$ cat src/rtl/floo_axis_chan_sched.sv
// Two-channel (request/response) scheduler onto a single AXI-Stream link.
// Each channel is credit-flow-controlled against the far-side buffer. A
// round-robin pointer arbitrates between eligible channels. The winning flit
// is loaded into one output register, with a header bit prepended.
module floo_axis_chan_sched #(
   parameter int unsigned DataWidth  = 64,
   parameter int unsigned NumCredits = 8,
   localparam int unsigned CntWidth  = $clog2(NumCredits + 1)
) (
   input  logic                 clk_i,
   input  logic                 rst_i,
   input  logic                 req_valid_i,
   output logic                 req_ready_o,
   input  logic [DataWidth-1:0] req_data_i,
   input  logic                 rsp_valid_i,
   output logic                 rsp_ready_o,
   input  logic [DataWidth-1:0] rsp_data_i,
   input  logic                 credit_req_i,
   input  logic                 credit_rsp_i,
   output logic                 axis_tvalid_o,
   input  logic                 axis_tready_i,
   output logic [DataWidth:0]   axis_tdata_o,
   output logic [CntWidth-1:0]  credits_req_o,
   output logic [CntWidth-1:0]  credits_rsp_o,
   output logic                 err_o
);

   typedef enum logic {
      PRIO_REQ = 1'b0,
      PRIO_RSP = 1'b1
   } prio_e;

   localparam logic [CntWidth-1:0] MaxCred = CntWidth'(NumCredits);

   prio_e               prio_q;
   logic                load_en;
   logic                elig_req, elig_rsp;
   logic                grant_req, grant_rsp;
   logic [CntWidth-1:0] cred_req_d, cred_rsp_d;
   logic                ovf_req, ovf_rsp;

   // Arbitration and ready generation; readies are forced low during reset
   // so that valids presented while in reset are never accepted.
   always_comb begin
      load_en     = !axis_tvalid_o || axis_tready_i;
      elig_req    = req_valid_i && (credits_req_o != '0);
      elig_rsp    = rsp_valid_i && (credits_rsp_o != '0);
      grant_req   = elig_req && (!elig_rsp || (prio_q == PRIO_REQ));
      grant_rsp   = elig_rsp && (!elig_req || (prio_q == PRIO_RSP));
      req_ready_o = !rst_i && load_en && grant_req;
      rsp_ready_o = !rst_i && load_en && grant_rsp;
   end

   // Next credit values; a simultaneous return and consume cancel out.
   always_comb begin
      cred_req_d = credits_req_o;
      ovf_req    = 1'b0;
      if (credit_req_i && !req_ready_o) begin
         if (credits_req_o == MaxCred) ovf_req = 1'b1;
         else                          cred_req_d = credits_req_o + CntWidth'(1);
      end else if (req_ready_o && !credit_req_i) begin
         cred_req_d = credits_req_o - CntWidth'(1);
      end

      cred_rsp_d = credits_rsp_o;
      ovf_rsp    = 1'b0;
      if (credit_rsp_i && !rsp_ready_o) begin
         if (credits_rsp_o == MaxCred) ovf_rsp = 1'b1;
         else                          cred_rsp_d = credits_rsp_o + CntWidth'(1);
      end else if (rsp_ready_o && !credit_rsp_i) begin
         cred_rsp_d = credits_rsp_o - CntWidth'(1);
      end
   end

   // Credit counters and sticky overflow flag.
   always_ff @(posedge clk_i or posedge rst_i) begin
      if (rst_i) begin
         credits_req_o <= MaxCred;
         credits_rsp_o <= MaxCred;
         err_o         <= 1'b0;
      end else begin
         credits_req_o <= cred_req_d;
         credits_rsp_o <= cred_rsp_d;
         if (ovf_req || ovf_rsp) err_o <= 1'b1;
      end
   end

   // Round-robin pointer: after a grant, the other channel gets priority.
   always_ff @(posedge clk_i or posedge rst_i) begin
      if (rst_i) begin
         prio_q <= PRIO_REQ;
      end else if (req_ready_o) begin
         prio_q <= PRIO_RSP;
      end else if (rsp_ready_o) begin
         prio_q <= PRIO_REQ;
      end
   end

   // Output beat register. Data holds its value when the register drains empty.
   always_ff @(posedge clk_i or posedge rst_i) begin
      if (rst_i) begin
         axis_tvalid_o <= 1'b0;
         axis_tdata_o  <= '0;
      end else if (load_en) begin
         axis_tvalid_o <= req_ready_o || rsp_ready_o;
         if (req_ready_o)      axis_tdata_o <= {1'b0, req_data_i};
         else if (rsp_ready_o) axis_tdata_o <= {1'b1, rsp_data_i};
      end
   end

endmodule

$ cat config.mk
export PLATFORM = sky130hd
export DESIGN_NAME = floo_axis_chan_sched
export DESIGN_NICKNAME = d
export VERILOG_FILES = /design/src/rtl/floo_axis_chan_sched.sv
export SDC_FILE = /design/constraint.sdc
export NUM_CORES = 1
export LEC_CHECK = 0
export BUFFER_PORTS_ARGS = -buffer_cell sky130_fd_sc_hd__buf_2
export CAP_MARGIN = 20
export CORE_ASPECT_RATIO = 0.8
export CORE_MARGIN = 3
export CORE_UTILIZATION = 43
export DETAILED_ROUTE_END_ITERATION = 10
export GPL_ROUTABILITY_DRIVEN = 1
export PLACE_DENSITY_LB_ADDON = 0.05
export SYNTH_ARGS = -nofsm -noshare
export SYNTH_HDL_FRONTEND = slang
export SYNTH_SLANG_ARGS = --single-unit
$ cat constraint.sdc
create_clock -name clk_i -period 3.92 [get_ports clk_i]
set_input_delay 0.392 -clock clk_i [delete_from_list [all_inputs] [get_ports clk_i]]
set_output_delay 0.392 -clock clk_i [all_outputs]
set_load 0.02 [all_outputs]
After elaboration in Yosys (flattened, before gate mapping)
Index checks and enable logic that the tools add are counted.
Widths: inputs -> output; s select.
{ "classes": {"n_addsub": 4, "multipliers": 0, "div_mod_pow": 0, "magnitude_cmp": 0, "n_eq_ne": 4, "shifts": 0, "muxes": 14, "n_bitwise": 1, "n_reduce_logical": 32} }
{ "op_table": {"columns": ["operator", "count"], "rows": [
  ["$mux 65", 2],
  ["$mux 4", 6],
  ["$logic_and 1x1->1", 11],
  ["$add 4x1->4 const B", 2],
  ["$eq 4x4->1 const B", 2],
  ["$logic_not 1->1", 8],
  ["$reduce_bool 4->1", 2],
  ["$sub 4x1->4 const B", 2],
  ["$mux 1", 6],
  ["$reduce_and 2->1", 3],
  ["$reduce_bool 2->1", 3],
  ["$logic_or 1x1->1", 5],
  ["$ne 2x2->1 const B", 2],
  ["$not 1->1", 1]
]} }
{ "totals": {"ff_bits": 76, "latchBits": 0, "ramBits": 0, "romBits": 0, "inputBits": 135, "out_inout_bits": 77, "elab_cells": 61, "memories": 0} }

Longest topological paths before layout
Gate-level depths: netlist of run 1.
{ "logic_depth": {"ltp_word": 10, "mapped_depth": 10, "depth_no_buf": 9} }

Worst setup path before layout of run 1
OpenSTA, ideal clock, no wires.
{ "synth_timing": {"kind": "reg-to-reg", "from": "reg credits_rsp_o[0]", "to": "reg credits_rsp_o[3]", "setup_ns": 0.075, "t_arrival_ns": 2.778, "t_required_ns": 3.845, "slack_ns": 1.067, "stages_incl_launch_ff": 10, "n_path_buf": 1, "synth_period_minus_slack_ns": 2.853, "path_cell_list": "dfrtp_1 o41a_1 a2111oi_4 buf_6 o21ai_0 ha_1 a21o_1 a21oi_1 mux2i_1 xnor2_1"} }
{ "synth_via": {"elab_chain_cells": 8, "elab_cells_between_ends": 16, "classes_between": "add/sub (2); eq/ne (2); mux (3); reduce/logical (9)"} }
{ "synth_rtl": {"columns": ["item", "line_no", "rtl"], "rows": [
  ["start: declaration", "24", "output logic [CntWidth-1:0] credits_rsp_o,"],
  ["start signal: assignment", "79", "credits_rsp_o <= MaxCred;"],
  ["start signal: assignment", "83", "credits_rsp_o <= cred_rsp_d;"],
  ["$reduce_bool 4->1", "47", "elig_rsp = rsp_valid_i && (credits_rsp_o != '0);"],
  ["$logic_and 1x1->1", "47", null],
  ["$logic_and 1x1->1", "49", "grant_rsp = elig_rsp && (!elig_req || (prio_q == PRIO_RSP));"],
  ["$logic_and 1x1->1", "51", "rsp_ready_o = !rst_i && load_en && grant_rsp;"],
  ["$logic_not 1->1", "67", "if (credit_rsp_i && !rsp_ready_o) begin"],
  ["$logic_and 1x1->1", "67", null],
  ["$ne 2x2->1 (no line) or $reduce_bool 2->1 (tied branches)", null, null],
  ["$reduce_and 2->1 (no line)", null, null]
]} }
Parallel ways exist; a longest one is shown, timed or not. The select of a mux whose other input is x is not followed.
A chain may end at the register's enable or synchronous reset.

Final worst setup path of run 1
{ "layout_timing": {"from": "reg credits_rsp_o[0]", "to": "out rsp_ready_o"} }
{ "layout_via": {"elab_chain_cells": 4} }
{ "layout_rtl": {"columns": ["item", "line_no", "rtl"], "rows": [
  ["$reduce_bool 4->1", "47", null],
  ["$logic_and 1x1->1", "47", null],
  ["$logic_and 1x1->1", "49", null],
  ["$logic_and 1x1->1", "51", null],
  ["end: declaration", "16", "output logic rsp_ready_o,"]
]} }
Every way passes these cells.

==> results of run 1 <==
-- flip-flops by register name (all words and copies together), names as in the netlist --
name           count
credits_rsp_o      4
credits_req_o      4
axis_tdata_o      65
err_o              1
axis_tvalid_o      1
prio_q             1
-- cell families (layout without fill, tap and decap cells) --
kind of cell	count (synthesis)	count (layout)	synth area share
and+or+nand+nor	144	144	0.1616
AOI/OAI and AO/OA	84	84	0.1871
DFF	76	76	0.5465
buffers and inverters	25	232	0.04919
adders and majority gates	6	6	0.02585
xor gates and xnor gates	6	6	0.01508
muxes	4	4	0.01472
-- power by group --
part	internal, mW	switching (mW)	total (mW)
registers	1.11	0.247	1.36
logic	0.593	0.925	1.52
clock network	0.289	0.267	0.556
-- critical path, delay by kind of cell (launching register included) --
kind                   cells  cell delay, ps
AOI/OAI and AO/OA          2             880
buffers and inverters      2             950
DFF                        1             480
and+or+nand+nor            1             250
-- synth_stat cells (all sizes together) (2+ instances only) --
library cell	n
a211o	2
a21o	3
a21oi	5
a22oi	65
buf	19
clkbuf	4
dfrtp	74
dfstp	2
fa	2
ha	4
inv	2
mux2	3
nand2	131
nand2b	2
nor2	4
nor2b	2
nor3	3
o21ai	3
o41ai	2
xnor2	5
-- how the worst min path moves through the flow --
stage | start | end | slack [ps] | cells after the start
2_1_floorplan | rsp_data_i[0] | axis_tdata_o[0]$_DFFE_PP0P_ | 500 | 2
3_3_place_gp | err_o$_DFFE_PP0P_ | err_o$_DFFE_PP0P_ | 440 | 1
3_5_place_dp | err_o$_DFFE_PP0P_ | err_o$_DFFE_PP0P_ | 460 | 1
4_1_cts | rst_i | axis_tdata_o[49]$_DFFE_PP0P_ | 180 | 2
5_1_grt | rst_i | credits_rsp_o[2]$_DFFE_PP0P_ | 210 | 2
6_report | rst_i | axis_tdata_o[50]$_DFFE_PP0P_ | 180 | 2
-- metal layers --
metal	vias to the layer above	wire length [microns]
met5	-	0
met4	0	88
met3	9	857
met2	136	4826
met1	1546	4044
li1	1597	-
-- cell type report --
| class | count | area [sq um] |
|---|---|---|
| fill | 707 | 2909 |
| sequential | 76 | 1904 |
| multi-input combinational | 244 | 1418 |
| timing repair buffer | 215 | 1086 |
| tap | 105 | 131.4 |
| clock buffer | 10 | 127.6 |
| clock inverter | 5 | 53.80 |
| inverter | 2 | 7.507 |
==> metrics, run 1 <==
Synth-to-Final Area Change 35.69%; FFs w/ async S/R, synth 1.000; first-pass GRT wire length 15.53 mm; Worst VDD drop about 0.31 mV; boundary pin count 212; CP Cell Sequence o41a_1 -> a2111oi_4 -> buf_4 -> nor2_4 -> buf_2; first-iteration detailed-routing DRC count ~230; clk sink count 76; commonest non-fill, non-tap cell in the layout buf_2; clock buffer depth 2; CP Max Fanout 75; Syn Inst Count 345; worst slew pin tran slightly below 800 ps; n_diodes 0; f_max slightly above 0.3 GHz; dpl cells ~640; PortBufs between 200 and 250; Worst-Skew Late Latency ~330 ps; final hold violation count 0; DRC 0; Area contributors post-synth dfrtp_1 53%, nand2_1 14%, a22oi_1 14%, buf_6 2.9%, dfstp_2 1.5%; Post-Syn Area between 3000 and 4000 sq um; DP Area between 4000 and 5000 sq um; met2 layer usage reported by global route 0.3503; status finished clean; Worst setup endpoint rsp_ready_o; crit-path max cell delay ~700 ps; CTS Root Cell clkbuf_8; met1 Use GR 0.2705; First-pass DRT Iterations 4; met3 Track Usage GR 0.06850; Worst Reg-to-Reg Cells 8; fin crit period 3306 ps; Mapped Avg Cell Area 10.10 sq um; crit start category register; GP Congestion 0.7841; Crit-path slowest cell buf_4; critical path required time 3530 ps; wire per inst around 15 microns; Reg2Reg Capture Point credits_rsp_o[3]$_DFFE_PP1P_; Yosys top cell by area dfrtp_1; number of max-slew violations in the final report 0; DR vias/cell roughly 5; Setup CP Type register to primary output; Crit path arrival time 2910 ps; commonest non-fill, non-tap cells in the layout 211 x buf_2, 131 x nand2_1, 74 x dfrtp_1, 65 x a22oi_1, 9 x clkbuf_8; Post-CTS Setup Repair Bufs 0; Post-Place Worst Slack ~900 ps; post-route ant nets 0; R2R Setup Slk 890 ps; fin area around 4700 sq um; Worst Hold Class input pin to asynchronous set/reset pin; FF-to-FF Start credits_req_o[2]$_DFFE_PP0P_; final WL between 9 and 10 mm; top_reg_cell synth dfrtp_1; CTS tree built; Inserted Clock Buffers 9; Top Usage Layer GRT met2; Netlist cell types 34; row cnt 28; register area share after synthesis 0.5465; final setup fails 0; Worst Clk Skew between 7 and 8 ps; Critical Path Start credits_rsp_o[0]$_DFFE_PP0P_; Synthesized Nets between 400 and 500; EDFF count, synth 0; yosys warns 0; GRT Resource Usage Total 0.2100; Power per Cell Area just over 700 nW/um^2; Die Wd roughly 110 microns; Leakage between 2 and 3 nW; vias in the first global route approximately 3,200; post-CTS sizing 0; cts hold-fix bufs 0; Core ar. roughly 7600 sq um; total gr overflow 0; unrepaired setup endpoints after global routing no; Die Y 86.52 microns; die area between 9000 and 10,000 sq um; Hold Slack around 180 ps; Total Power Consumption around 3.4 mW; final core utilization 0.6191; Final Worst Setup Slack around 610 ps; clock-pin transition on the worst setup and hold timing paths about 80 ps; Synth Register Bits 76; Crit. End Element primary output; Final Cycle Share 0.8433; initial antenna violation count 0; share of post-route cells with drive strength above 1 0.4366; Nets 689; Vias about 3,300; largest net degree at the start of global routing 76; Layout Cells excl Fill between 600 and 700; share of the synthesized area in the top cell type 0.5314; setup TNS 0 ps; Post-DP HPWL just over 7 mm; starting density of the core 0.4563; Max-Cap Viols 0; H-Tree Level Count 3; Max-slew headroom 0.4699
Note: power is estimated with default switching activity, not from simulation.
==> run 2, diff against run 1 <==
- CORE_UTILIZATION: 43 -> 39
- clock period: 3.92 -> 2.7 ns (I/O delays scaled with it)
==> run 2 against run 1 <==
Effect of this change:
- largest power group unchanged
- sequential share of layout area decreased by 1.0 points
- clock skew grew 3.5 ps
- design area is 2.7% higher
- combinational power grew 51%
- final cell count is 2.6% higher
==> metrics, run 2 (synthesis gave the netlist of run 1 again) <==
status finished clean; dpl cells roughly 650; share of post-route cells with drive strength above 1 0.4484; Top reg by flops axis_tdata_o; Core ar. between 8000 and 9000 sq um; Setup CP Type register to register; DRC 0; die area 10,110 sq um; starting density of the core 0.4054; clk sink count 76; H-Tree Level Count 3; Seq. cell area roughly 1900 sq um; PortBufs about 210; CP Max Fanout 7; final WL about 10 mm; Nets approximately 700; number of max-slew violations in the final report 0; initial antenna violation count 0; Max-Cap Viols 0; R2R Setup Slk 70 ps; GP Congestion 0.8301; Crit. End Element register; Final Cycle Share 0.9723; final setup fails 0; Die Y ~91 microns; GRT Resource Usage Total 0.1987; Crit path arrival time 2900 ps; cts hold-fix bufs 0; fillers roughly 820; Leakage 2.637 nW; crit-path max cell delay roughly 460 ps; Worst-Skew Late Latency approximately 350 ps; Reg2Reg Capture Point credits_rsp_o[3]$_DFFE_PP1P_; first-pass GRT wire length roughly 16 mm; Total Power Consumption ~5.1 mW; Post-Place Worst Slack approximately 140 ps; Worst Clk Skew about 11 ps; first-iteration detailed-routing DRC count between 100 and 150; vias in the first global route 3,312; CTS tree built; Synth-to-Final Area Change 39.39%; Die Wd between 100 and 150 microns; Layout Cells excl Fill approximately 670; Worst Hold Class input pin to asynchronous set/reset pin; largest net degree at the start of global routing 53; boundary pin count about 210; final core utilization 0.5651; Max-slew headroom 0.5728; clock buffer depth 2; n_diodes 0; clock-pin transition on the worst setup and hold timing paths about 80 ps; worst slew pin tran about 640 ps; wire per inst about 15 microns; CP Cell Sequence o41a_1 -> a2111oi_4 -> o21ai_1 -> ha_1 -> a21o_1 -> a21oi_1 -> mux2i_1 -> xnor2_1; row cnt 30; Vias 3,287; DR vias/cell 4.877; max reg flops 65; critical path required time between 2000 and 3000 ps; Final Worst Setup Slack 74.68 ps; final hold violation count 0; Post-DP HPWL 7.462 mm; unrepaired setup endpoints after global routing yes; Inserted Clock Buffers 9; commonest non-fill, non-tap cells in the layout 211 x buf_2, 131 x nand2_1, 72 x dfrtp_1, 65 x a22oi_1, 10 x clkbuf_8; biggest regs axis_tdata_o x65, credits_req_o x4, credits_rsp_o x4; Worst Reg-to-Reg Cells 8; Power per Cell Area roughly 1100 nW/um^2; Multi-input gate area between 1000 and 1500 sq um; commonest non-fill, non-tap cell in the layout buf_2; f_max around 0.38 GHz; Top Family by Delay on Critical Path compound AO/OA/AOI/OAI gates; total gr overflow 0; FF-to-FF Start credits_rsp_o[1]$_DFFE_PP0P_; fin crit period roughly 2600 ps; WP buf/inv 0; CTS Root Cell clkbuf_8; Worst VDD drop between 0.4 and 0.5 mV; setup TNS 0 ps; crit start category register; post-route ant nets 0; First-pass DRT Iterations 4; Crit-path slowest cell dfrtp_2
==> run 2: worst max path at each step <==
| stage | start | to | slack (ps) | cells past startpoint |
|---|---|---|---|---|
| 2_1_floorplan | credits_rsp_o[0]$_DFFE_PP0P_ | credits_req_o[3]$_DFFE_PP1P_ | 20 | 10 |
| 3_3_place_gp | credits_rsp_o[1]$_DFFE_PP0P_ | credits_rsp_o[1]$_DFFE_PP0P_ | 200 | 6 |
| 5_1_grt | credits_rsp_o[1]$_DFFE_PP0P_ | credits_rsp_o[3]$_DFFE_PP1P_ | -60 | 8 |
| 4_1_cts | credits_rsp_o[1]$_DFFE_PP0P_ | rsp_ready_o | 30 | 5 |
| 6_report | credits_rsp_o[1]$_DFFE_PP0P_ | credits_rsp_o[3]$_DFFE_PP1P_ | 70 | 8 |
| 3_5_place_dp | credits_rsp_o[1]$_DFFE_PP0P_ | credits_rsp_o[2]$_DFFE_PP0P_ | 140 | 6 |
==> run 2: stage by stage <==
stage	hold WS, ps	area [sq um]
final	1.785	4857
after global routing	28.12	4857
after CTS	2.962	4825
after detailed placement	386.7	4621
after global placement	389.1	4621
after floorplan	375.4	3487
==> run 2: metal layers <==
metal | GRT usage | vias to the layer above | part of all wire
met5 | 0 | - | 0
met4 | 0.04863 | 0 | 0.015
met3 | 0.05961 | 12 | 0.076
met2 | 0.3338 | 144 | 0.48
met1 | 0.2517 | 1517 | 0.43
li1 | - | 1614 | -
==> run 2: layout make-up <==
class | instances | share of cell area
clock inverter | 5 | 0.01288
multi-input combinational | 245 | 0.2931
inverter | 2 | 0.001546
timing repair buffer | 223 | 0.2439
clock buffer | 11 | 0.02705
sequential | 76 | 0.3926
tap | 112 | 0.02885
==> run 2: repair_timing <==
| item | 4_1_cts | 5_1_grt |
|---|---|---|
| buffers inserted | 0 | 3 |
| gates cloned | 1 | 0 |
| setup endpoints to repair | 1 | 6 |
| resized for setup | 1 | 3 |
| pin swaps | 1 | 1 |
==> run 2: where the power goes <==
| group | internal, mW | total, mW | leakage (nW) | switching [mW] |
|---|---|---|---|---|
| clock | 0.431 | 0.851 | 0.0897 | 0.421 |
| combinational | 0.910 | 2.30 | 1.65 | 1.39 |
| sequential | 1.62 | 1.97 | 0.898 | 0.351 |
==> run 3, diff against run 2 <==
- CORE_UTILIZATION: 39 -> 43
- SKIP_LAST_GASP: unset -> 1
- clock period: 2.7 -> 2.65 ns (I/O delays scaled with it)
==> run 3 against run 2 <==
Effect of this change:
- design area is 2.5% higher
- utilization is 8.7 points higher
- sequential power hardly changed
- critical endpoint is now req_ready_o
- highest routed layer unchanged
==> metrics, run 3 (synthesis gave the netlist of run 1 again) <==
Worst VDD drop roughly 0.57 mV; starting density of the core 0.4563; unrepaired setup endpoints after global routing yes; biggest regs axis_tdata_o x65, credits_req_o x4, credits_rsp_o x4; first-pass GRT wire length 16.70 mm; final WL about 11 mm; fillers approximately 680; largest net degree at the start of global routing 52; post-route ant nets 0; Vias 3,409; commonest non-fill, non-tap cell in the layout buf_2; First-pass DRT Iterations 4; Leakage approximately 2.7 nW; critical path required time 2380 ps; WP buf/inv 4; number of max-slew violations in the final report 0; clock buffer depth 2; crit start category register; Core ar. between 7000 and 8000 sq um; Top Family by Delay on Critical Path compound AO/OA/AOI/OAI gates; f_max around 0.39 GHz; GRT Resource Usage Total 0.2277; clk sink count 76; Nets between 700 and 800; die area approximately 9200 sq um; Setup CP Type register to primary output; Inserted Clock Buffers 9; Crit-path slowest cell dfrtp_2; Top reg by flops axis_tdata_o; Die Wd 106.6 microns; Power per Cell Area approximately 1100 nW/um^2; commonest non-fill, non-tap cells in the layout 211 x buf_2, 131 x nand2_1, 71 x dfrtp_1, 65 x a22oi_1, 19 x buf_4; share of post-route cells with drive strength above 1 0.4658; clock-pin transition on the worst setup and hold timing paths roughly 80 ps; Crit path arrival time 2330 ps; Max-Cap Viols 0; crit-path max cell delay around 450 ps; fin area between 4000 and 5000 sq um; initial antenna violation count 0; Worst Clk Skew between 9 and 10 ps; final setup fails 0; Die Y slightly below 90 microns; Max-slew headroom 0.5189; H-Tree Level Count 3; DRC 0; GP Congestion about 0.8; DR vias/cell ~5; CTS tree built; Synth-to-Final Area Change 42.87%; wire per inst around 16 microns; Worst Hold Class input pin to asynchronous set/reset pin; worst slew pin tran approximately 720 ps; Final Cycle Share 0.9791; setup TNS 0 ps; CP Cell Sequence o41a_1 -> a2111oi_4 -> buf_4 -> buf_4 -> buf_4 -> buf_2; PortBufs between 200 and 250; CP Max Fanout 16; Crit. End Element primary output; vias in the first global route around 3,400; fin crit period 2595 ps; CTS Root Cell clkbuf_8; total gr overflow 0; Post-DP HPWL 7.742 mm; DP Area 4644 sq um; Worst-Skew Late Latency between 300 and 400 ps; Crit path top cell by count buf_4; final hold violation count 0; first-iteration detailed-routing DRC count ~160; status finished clean; row cnt 28; max reg flops 65; Total Power Consumption about 5.6 mW; boundary pin count approximately 210; n_diodes 0
## run 3: cell types whose count changed in the layout (fill, tap and decap cells not counted)
cell,change
a21oi_1,-1
a21oi_2,+1
buf_12,-1
buf_4,+11
bufinv_16,+3
clkbuf_1,-2
clkbuf_8,-1
clkinv_2,+2
clkinv_4,-1
clkinvlp_4,-2
dfrtp_1,-1
dfrtp_2,+1
nand2b_1,-1
nand2b_4,+1
## run 3: path summary, 6_finish.rpt
kind / from / slack [ps] / endpoint / cells after the start
worst max-delay path: credits_rsp_o[2]$_DFFE_PP0P_ / 60 / req_ready_o / 6
worst min-delay path: rst_i / 40 / axis_tdata_o[39]$_DFFE_PP0P_ / 2
worst max register to register: credits_rsp_o[2]$_DFFE_PP0P_ / 60 / credits_req_o[3]$_DFFE_PP1P_ / 10
worst min register to register: err_o$_DFFE_PP0P_ / 470 / err_o$_DFFE_PP0P_ / 1
max in group asynchronous: rst_i / 1840 / credits_req_o[3]$_DFFE_PP1P_ / 3
min in group clk_i: rsp_data_i[59] / 110 / axis_tdata_o[59]$_DFFE_PP0P_ / 3
## run 3: what timing repair did
| item | 4_1_cts | 5_1_grt |
|---|---|---|
| endpoints found under the setup margin | 1 | 4 |
| setup buffers | 0 | 7 |
| gates cloned | 1 | 0 |
| gates resized for setup | 1 | 3 |
| pin swaps | 1 | 3 |
| hold buffers | 0 | 0 |
## run 3: metal layers
| layer | track usage | vias up | wire length, microns |
|---|---|---|---|
| met5 | 0 | - | 0 |
| met3 | 0.05212 | 8 | 797 |
| li1 | - | 1632 | - |
| met1 | 0.2998 | 1632 | 4509 |
| met4 | 0.05923 | 0 | 107 |
| met2 | 0.3846 | 137 | 5281 |
## run 3: cell type report
| type | count | area, sq um | share of cell area |
|---|---|---|---|
| clock buffers | 9 | 123.9 | 0.02488 |
| clock inverters | 7 | 138.9 | 0.02790 |
| inverters | 2 | 7.507 | 0.001508 |
| multi-input cells | 245 | 1435 | 0.2883 |
| flip-flops and latches | 76 | 1908 | 0.3833 |
| well taps | 105 | 131.4 | 0.02639 |
| repair buffers | 232 | 1234 | 0.2478 |
## run 3: through the flow
step,utilization,worst slack (ps),hold WS (ps),instances
after global placement,0.6081,178.0,425.5,652
after CTS,0.6438,21.26,57.00,669
after detailed placement,0.6081,121.5,429.3,652
after global routing,0.6519,-38.66,86.73,676
after floorplan,-,-25.76,370.4,345
final,0.6519,55.43,37.47,676
## run 3: report_power, final
group	internal, mW	total (mW)	switching [mW]
Clock	0.719	1.15	0.434
Sequential	1.65	1.98	0.331
Combinational	0.965	2.44	1.47
